### src/rtl/comparator_serial_ctrl.sv
// Serial MSB-first magnitude comparator: one 1-bit compare slice stepped across WIDTH bits.
// Optional build macro COMPARATOR_EARLY_EXIT_EN finishes on the first differing bit.
module comparator_serial_ctrl #(
    parameter int WIDTH = 3
) (
    input  logic             clk,
    input  logic             rst,
    input  logic             start,
    input  logic [WIDTH-1:0] a,
    input  logic [WIDTH-1:0] b,
    output logic             ready,
    output logic             busy,
    output logic             done,
    output logic             lesser,
    output logic             greater,
    output logic             equal
);

    localparam int IDX_W = (WIDTH > 1) ? $clog2(WIDTH) : 1;
    localparam logic [IDX_W-1:0] IDX_TOP = IDX_W'(WIDTH - 1);

    localparam logic [1:0] S_IDLE    = 2'd0;
    localparam logic [1:0] S_COMPARE = 2'd1;
    localparam logic [1:0] S_DONE    = 2'd2;

    logic [1:0]       state;
    logic [1:0]       state_nxt;
    logic [WIDTH-1:0] a_sh;
    logic [WIDTH-1:0] b_sh;
    logic [IDX_W-1:0] idx;
    logic             decided;
    logic             lt;
    logic             gt;

    logic lt_bit;
    logic gt_bit;
    logic decided_nxt;
    logic lt_nxt;
    logic gt_nxt;
    logic last_bit;

    // The operands shift left each cycle so the slice always looks at the MSB,
    // which is bit idx of the captured operands.
    assign lt_bit = ~a_sh[WIDTH-1] &  b_sh[WIDTH-1];
    assign gt_bit =  a_sh[WIDTH-1] & ~b_sh[WIDTH-1];

    // Once decided, lower bits can no longer change the result.
    assign decided_nxt = decided | lt_bit | gt_bit;
    assign lt_nxt      = decided ? lt : lt_bit;
    assign gt_nxt      = decided ? gt : gt_bit;

`ifdef COMPARATOR_EARLY_EXIT_EN
    assign last_bit = (idx == '0) || (!decided && (lt_bit || gt_bit));
`else
    assign last_bit = (idx == '0);
`endif

    assign ready = (state == S_IDLE);
    assign busy  = (state == S_COMPARE);
    assign done  = (state == S_DONE);

    always_comb begin
        // NOTE: default assignment first so no path through the case infers a latch.
        state_nxt = state;
        case (state)
            S_IDLE:    if (start) state_nxt = S_COMPARE;
            S_COMPARE: if (last_bit) state_nxt = S_DONE;
            default:   state_nxt = S_IDLE;
        endcase
    end

    // NOTE: non-blocking assignments so every register samples pre-edge values.
    always_ff @(posedge clk) begin
        if (rst) begin
            state   <= S_IDLE;
            a_sh    <= '0;
            b_sh    <= '0;
            idx     <= '0;
            decided <= 1'b0;
            lt      <= 1'b0;
            gt      <= 1'b0;
            lesser  <= 1'b0;
            greater <= 1'b0;
            equal   <= 1'b0;
        end else begin
            state <= state_nxt;
            case (state)
                S_IDLE: begin
                    if (start) begin
                        a_sh    <= a;
                        b_sh    <= b;
                        idx     <= IDX_TOP;
                        decided <= 1'b0;
                        lt      <= 1'b0;
                        gt      <= 1'b0;
                        lesser  <= 1'b0;
                        greater <= 1'b0;
                        equal   <= 1'b0;
                    end
                end
                S_COMPARE: begin
                    decided <= decided_nxt;
                    lt      <= lt_nxt;
                    gt      <= gt_nxt;
                    a_sh    <= a_sh << 1;
                    b_sh    <= b_sh << 1;
                    // Flags are loaded on the edge into DONE so they are valid with done.
                    if (last_bit) begin
                        lesser  <= lt_nxt;
                        greater <= gt_nxt;
                        equal   <= ~decided_nxt;
                    end else begin
                        idx <= idx - 1'b1;
                    end
                end
                default: ;
            endcase
        end
    end

endmodule

### config.mk
export PLATFORM = sky130hd
export DESIGN_NAME = comparator_serial_ctrl
export DESIGN_NICKNAME = d
export VERILOG_FILES = /design/src/rtl/comparator_serial_ctrl.sv
export SDC_FILE = /design/constraint.sdc
export NUM_CORES = 1
export LEC_CHECK = 0
export BUFFER_PORTS_ARGS = -buffer_cell sky130_fd_sc_hd__clkbuf_2
export CORE_AREA = 3 3 47 49
export DETAILED_ROUTE_END_ITERATION = 10
export DIE_AREA = 0 0 50 52
export GPL_TIMING_DRIVEN = 0
export PLACE_DENSITY = 0.56
export SETUP_SLACK_MARGIN = 0.15
export SLEW_MARGIN = 25
export SYNTH_ARGS = -nofsm -noshare
export SYNTH_HDL_FRONTEND = slang
export SYNTH_SLANG_ARGS = --single-unit
### constraint.sdc
create_clock -name clk -period 1.4 [get_ports clk]
set_input_delay 0.21 -clock clk [delete_from_list [all_inputs] [get_ports clk]]
set_output_delay 0.21 -clock clk [all_outputs]
set_load 0.01 [all_outputs]
==> run_results.csv, run 1 <==
group,metric,value,unit
routing,wl_per_cell,12.9,um
yosys,syn_nets,91,
critical_path,path_buf_inv,2,
critical_path,end_kind,"output pin",
power_and_ir_drop,powerDensity,1090,mW/mm2
finish,final_cell_mix,"dfxtp_1, clkbuf_2, a21oi_1",
critical_path,required,1190,ps
routing,drc,0,
critical_path,critPathMaxStageDelay,350,ps
power_and_ir_drop,leakage,0.404,nW
yosys,synth-seq-area-share,44.0,%
sta,rsz0062_at_grt,"yes",
grt,grt_pass1_wl,2.66,mm
placement,port_buffers,14,
sta,fin_crit_sh,86.4,%
finish,drive_gt1_share,39.6,%
sta,period_minus_slack,1210,ps
run,drv_cap,0,
grt,grt-ovfl-total,0,
clock_network,cts_tree,"built",
routing,routed_wl,1.65,mm
worst_hold_path,hp-class,"in2reg",
sta,fin_skew,1.30,ps
clock_network,clk_latency,290,ps
grt,grt_max_degree,11,
status,status,"complete, no violations",
sta,slew-limit-headroom,63.2,%
routing,first_pass_iters,4,
routing,vias,666,
yosys,synthCells,80,
finish,nets,113,
critical_path,critPathKind,"reg2out",
power_and_ir_drop,ir_worst_vdd,0.574,mV
floorplan,initial_core_util,38.3,%
floorplan,coreArea,0.00190,mm2
grt,antenna_found_initial,0,
critical_path,startpoint,"state[0]$_SDFFE_PP0P_",
yosys,synth_top_area_share,44.0,%
yosys,yosys-top-cells-area,"dfxtp_1, a21oi_1, inv_1, nor2_1, o2bb2ai_1",
sta,fmaxAchievable,826,MHz
floorplan,die_y,52,um
finish,finalInstanceArea,968,um2
floorplan,die_w,50,um
clock_network,cts.htree.levels,1,
finish,area_growth,33.0,%
critical_path,crit_family,"flip-flops",
placement,place_area,832,um2
clock_network,cts_buffer_depth,2,
grt,grt_pass1_vias,606,
critical_path,slowest_stage,"dfxtp_2",
yosys,synth_cell_type_count,28,
routing,drtIter0Drc,2,
grt,track_usage,13.8,%
floorplan,pin_count,15,
yosys,synth_area_per_cell,9.10,um2
critical_path,crit_path_start_kind,"register",
clock_network,cts_root_buf,"clkbuf_4",
worst_hold_path,hold_start,"b[2]",
placement,dp_hpwl,1.17,mm
routing,detail-route-antenna-nets,0,
finish,final_common_cell,"dfxtp_1",
yosys,yosys_register_bits,16,
critical_path,crit_fanout,10,
placement,gp_congestion,0.677,
floorplan,dieArea,0.00260,mm2
sta,worst_slew_pin_slew,552,ps
sta,maxSlewViolCount,0,
critical_path,crit_chain,"buf_8 > nor2_4 > buf_6",
critical_path,rr_startpoint,"idx[1]$_SDFFE_PP0P_",
clock_network,cts.clk_slew.worst_paths,90,ps
sta,setup-tns-final,0,ps
sta,fin_ws,190,ps
routing,vias_per_cell,5.20,
yosys,ys_warn_count,0,
floorplan,row_count,16,
yosys,syn_area,728,um2
sta,hold_violations,0,
placement,dpl_worst_slack,57.3,ps
critical_path,cp.arrival,1000,ps
finish,n_antenna_cell,0,
clock_network,hold_buffers,0,
clock_network,cts_buffers,3,
yosys,synth.largest_area_cell,"dfxtp_1",
clock_network,cts.sinks,16,
sta,setup_viol,0,
==> sequential cells by signal, summed over array words and instances (netlist names) <==
name,cells
a_sh,3
b_sh,3
decided,1
equal,1
greater,1
gt,1
idx,2
lesser,1
lt,1
state,2
==> worst reg2reg max path: stages, from the launching register on <==
cell and delay, ps:
dfxtp_2 330, inv_1 70, ha_1 230, or3_1 350, a31oi_1 130
==> per-layer routing <==
metal  global-route usage [%]  vias to the layer above  routed length, um
met5                        0                        -                  0
met4                     6.91                        0                  9
met3                     4.30                        2                 48
met2                     21.7                       12                824
met1                     16.7                      318                762
li1                         -                      334                  -
==> metrics by stage <==
step	hold WS, ps	util, %	power (mW)	instances
global placement	445	43.8	0.713	121
finish	136	50.9	1.06	128
global route	141	50.9	1.12	128
detailed placement	448	43.8	0.716	121
floorplan	351	-	0.656	80
CTS	124	47.8	1.05	127
==> where the power goes <==
part | internal [mW] | total, mW | switching [mW]
Combinational | 0.112 | 0.235 | 0.123
Sequential | 0.489 | 0.517 | 0.0281
Clock | 0.159 | 0.306 | 0.147
Total | 0.759 | 1.06 | 0.298
==> logic make-up (layout without fill, tap and decap cells) <==
kind of cell / after synthesis / count (layout) / synth area share (%)
mux: 1 / 1 / 2.06
buf+inv: 9 / 30 / 5.67
compound gates: 26 / 26 / 25.3
simple gates: 25 / 25 / 18.4
xor+xnor: 1 / 1 / 1.20
flops: 16 / 16 / 44.0
fa+ha+maj: 2 / 2 / 3.44
==> worst paths after layout <==
check	to	slack [ps]	cells after the start
max	ready	190	3
min	b_sh[2]$_SDFFE_PP0P_	140	3
max reg2reg	idx[0]$_SDFFE_PP0P_	200	4
min reg2reg	lesser$_SDFFE_PP0P_	480	1
==> cells in the mapped netlist (all sizes together) <==
master	n
or3	1
inv	7
ha	2
buf	1
nor2	7
o31ai	2
clkbuf	1
a32oi	2
nor3b	3
o21bai	1
nand2	3
o21ai	3
o2bb2ai	3
o22ai	2
a211oi	2
and3	1
a21oi	8
nor3	3
dfxtp	16
o21ba	1
a32o	1
nand3	4
nand2b	3
xor2	1
mux2	1
a31oi	1
==> layout make-up <==
class / instances / area [um2]
multi-input combinational: 55 / 412
fill: 197 / 933
timing repair buffer: 17 / 109
inverter: 7 / 31.3
clock buffer: 4 / 36.3
sequential: 16 / 328
tap: 27 / 33.8
buffer: 2 / 18.8
==> repair_timing <==
item | CTS | global route
gates resized for setup | 11 | 14
buffers inserted | 2 | 1
setup endpoints to repair | 6 | 7
pin swaps | 0 | 3
No activity file was read; power rests on OpenSTA's default activity.
==> inputs of run 2 (changes only) <==
- BUFFER_PORTS_ARGS: -buffer_cell sky130_fd_sc_hd__clkbuf_2 -> -buffer_cell sky130_fd_sc_hd__buf_2
==> run 2 against run 1 <==
Against the previous run:
- clock-buffer cell count fell by 1
- sequential share of layout area down 0.68 points
- worst setup slack worse by 32 ps
- clock skew rose by 6.6 ps
- wire length is 11% higher
- register-to-register slack worse by 40 ps
- clock power decreased by 21%
- die area unchanged
- largest power group unchanged
==> run_results.csv, run 2 (same netlist as run 1, synthesis figures left out) <==
group,metric,value,unit
clock_network,cts_tree,"built",
placement,dp.cells,121,
routing,detail-route-antenna-nets,0,
power_and_ir_drop,leakage,0.419,nW
finish,final_cell_mix,"dfxtp_1, buf_2, buf_4",
grt,track_usage,15.1,%
floorplan,initial_core_util,38.3,%
routing,drtIter0Drc,10,
finish,n_antenna_cell,0,
clock_network,cts_root_buf,"clkbuf_4",
clock_network,cts_buffer_depth,2,
clock_network,cts.clk_slew.worst_paths,90,ps
routing,met1_length,795,um
routing,first_pass_iters,4,
routing,routed_wl,1.83,mm
placement,dpl_worst_slack,65.7,ps
floorplan,dieArea,0.00260,mm2
critical_path,crit_path_start_kind,"register",
finish,nets,119,
clock_network,cts_buffers,3,
sta,maxSlewViolCount,0,
routing,topRoutingLayerUsed,"met4",
clock_network,hold_buffers,0,
sta,worst_slew_pin_slew,562,ps
finish,instances_no_fill,133,
critical_path,critPathKind,"reg2out",
worst_hold_path,hp-class,"in2reg",
routing,drc,0,
sta,hold_violations,0,
run,drv_cap,0,
floorplan,coreArea,0.00190,mm2
sta,setup_viol,0,
routing,wl_met3,120,um
power_and_ir_drop,ir_worst_vdd,0.735,mV
critical_path,required,1190,ps
finish,top_regs,"a_sh x3, b_sh x3",
sta,fin_ws,158,ps
routing,vias,701,
sta,fin_crit_sh,88.7,%
sta,fmaxAchievable,805,MHz
finish,area_growth,36.8,%
power_and_ir_drop,powerDensity,1020,mW/mm2
critical_path,cp.arrival,1030,ps
clock_network,clk_latency,290,ps
floorplan,die_w,50,um
placement,gp_congestion,0.678,
sta,rsz0062_at_grt,"yes",
floorplan,row_count,16,
sta,period_minus_slack,1240,ps
routing,wl_met2,894,um
routing,wl_per_cell,13.7,um
grt,grt_pass1_wl,2.92,mm
sta,setup-tns-final,0,ps
status,status,"complete, no violations",
floorplan,die_y,52,um
finish,final_util,52.4,%
sta,fin_skew,7.88,ps
clock_network,cts.sinks,16,
placement,dp_hpwl,1.19,mm
grt,grt_pass1_vias,650,
critical_path,crit_fanout,8,
sta,slew-limit-headroom,62.5,%
grt,grt-ovfl-total,0,
grt,grt_max_degree,11,
placement,port_buffers,14,
clock_network,cts.htree.levels,1,
grt,antenna_found_initial,0,
routing,vias_per_cell,5.27,
finish,drive_gt1_share,42.5,%
critical_path,end_kind,"output pin",
floorplan,pin_count,15,
sta,holdWs,152,ps
-- run 2: cell count changes in the layout (fill, tap and decap cells not counted), sizes merged --
cell,previous run,this run
buf,7,24
clkbuf,16,4
clkinvlp,0,1
inv,7,6
-- run 2: path summary, 6_finish.rpt --
path,slack (ps),endpoint,cells past startpoint,start
worst max-delay path,160,ready,3,state[0]$_SDFFE_PP0P_
worst max register to register,160,equal$_SDFFE_PP0P_,5,idx[1]$_SDFFE_PP0P_
worst min-delay path,150,b_sh[2]$_SDFFE_PP0P_,3,b[2]
worst min register to register,470,lesser$_SDFFE_PP0P_,1,lesser$_SDFFE_PP0P_
-- run 2: final cells by class --
class / instances / area, um2
Multi-Input combinational cell: 55 / 408
Timing Repair Buffer: 23 / 150
Clock buffer: 3 / 22.5
Sequential cell: 16 / 330
Buffer: 2 / 18.8
Tap cell: 27 / 33.8
Inverter: 7 / 32.5
Fill cell: 183 / 906
-- run 2: metal layers --
layer | up-vias | GRT usage (%)
met4 | 0 | 2.76
met2 | 25 | 27.0
met1 | 326 | 17.5
met3 | 2 | 5.16
li1 | 348 | -
met5 | - | 0
-- run 2: power breakdown --
part           internal, mW  leakage, nW  switching, mW
combinational         0.129        0.272          0.129
clock                 0.100       0.0138          0.141
sequential            0.488        0.133         0.0305
-- run 2: critical path, cell delays in order (launching register included) --
cell,delay (ps)
dfxtp_4,370
buf_8,140
nor2_4,120
buf_6,110
-- run 2: repair_timing --
item | 4_1_cts | 5_1_grt
pin swaps | 1 | 4
gates cloned | 0 | 0
gates resized for setup | 10 | 11
setup endpoints to repair | 6 | 8
setup buffers | 4 | 5
-- run 2: stage by stage --
step | area, um2 | total power, mW
2_1_floorplan | 728 | 0.656
3_3_place_gp | 832 | 0.712
3_5_place_dp | 832 | 0.717
4_1_cts | 910 | 0.977
5_1_grt | 996 | 1.07
6_report | 996 | 1.02
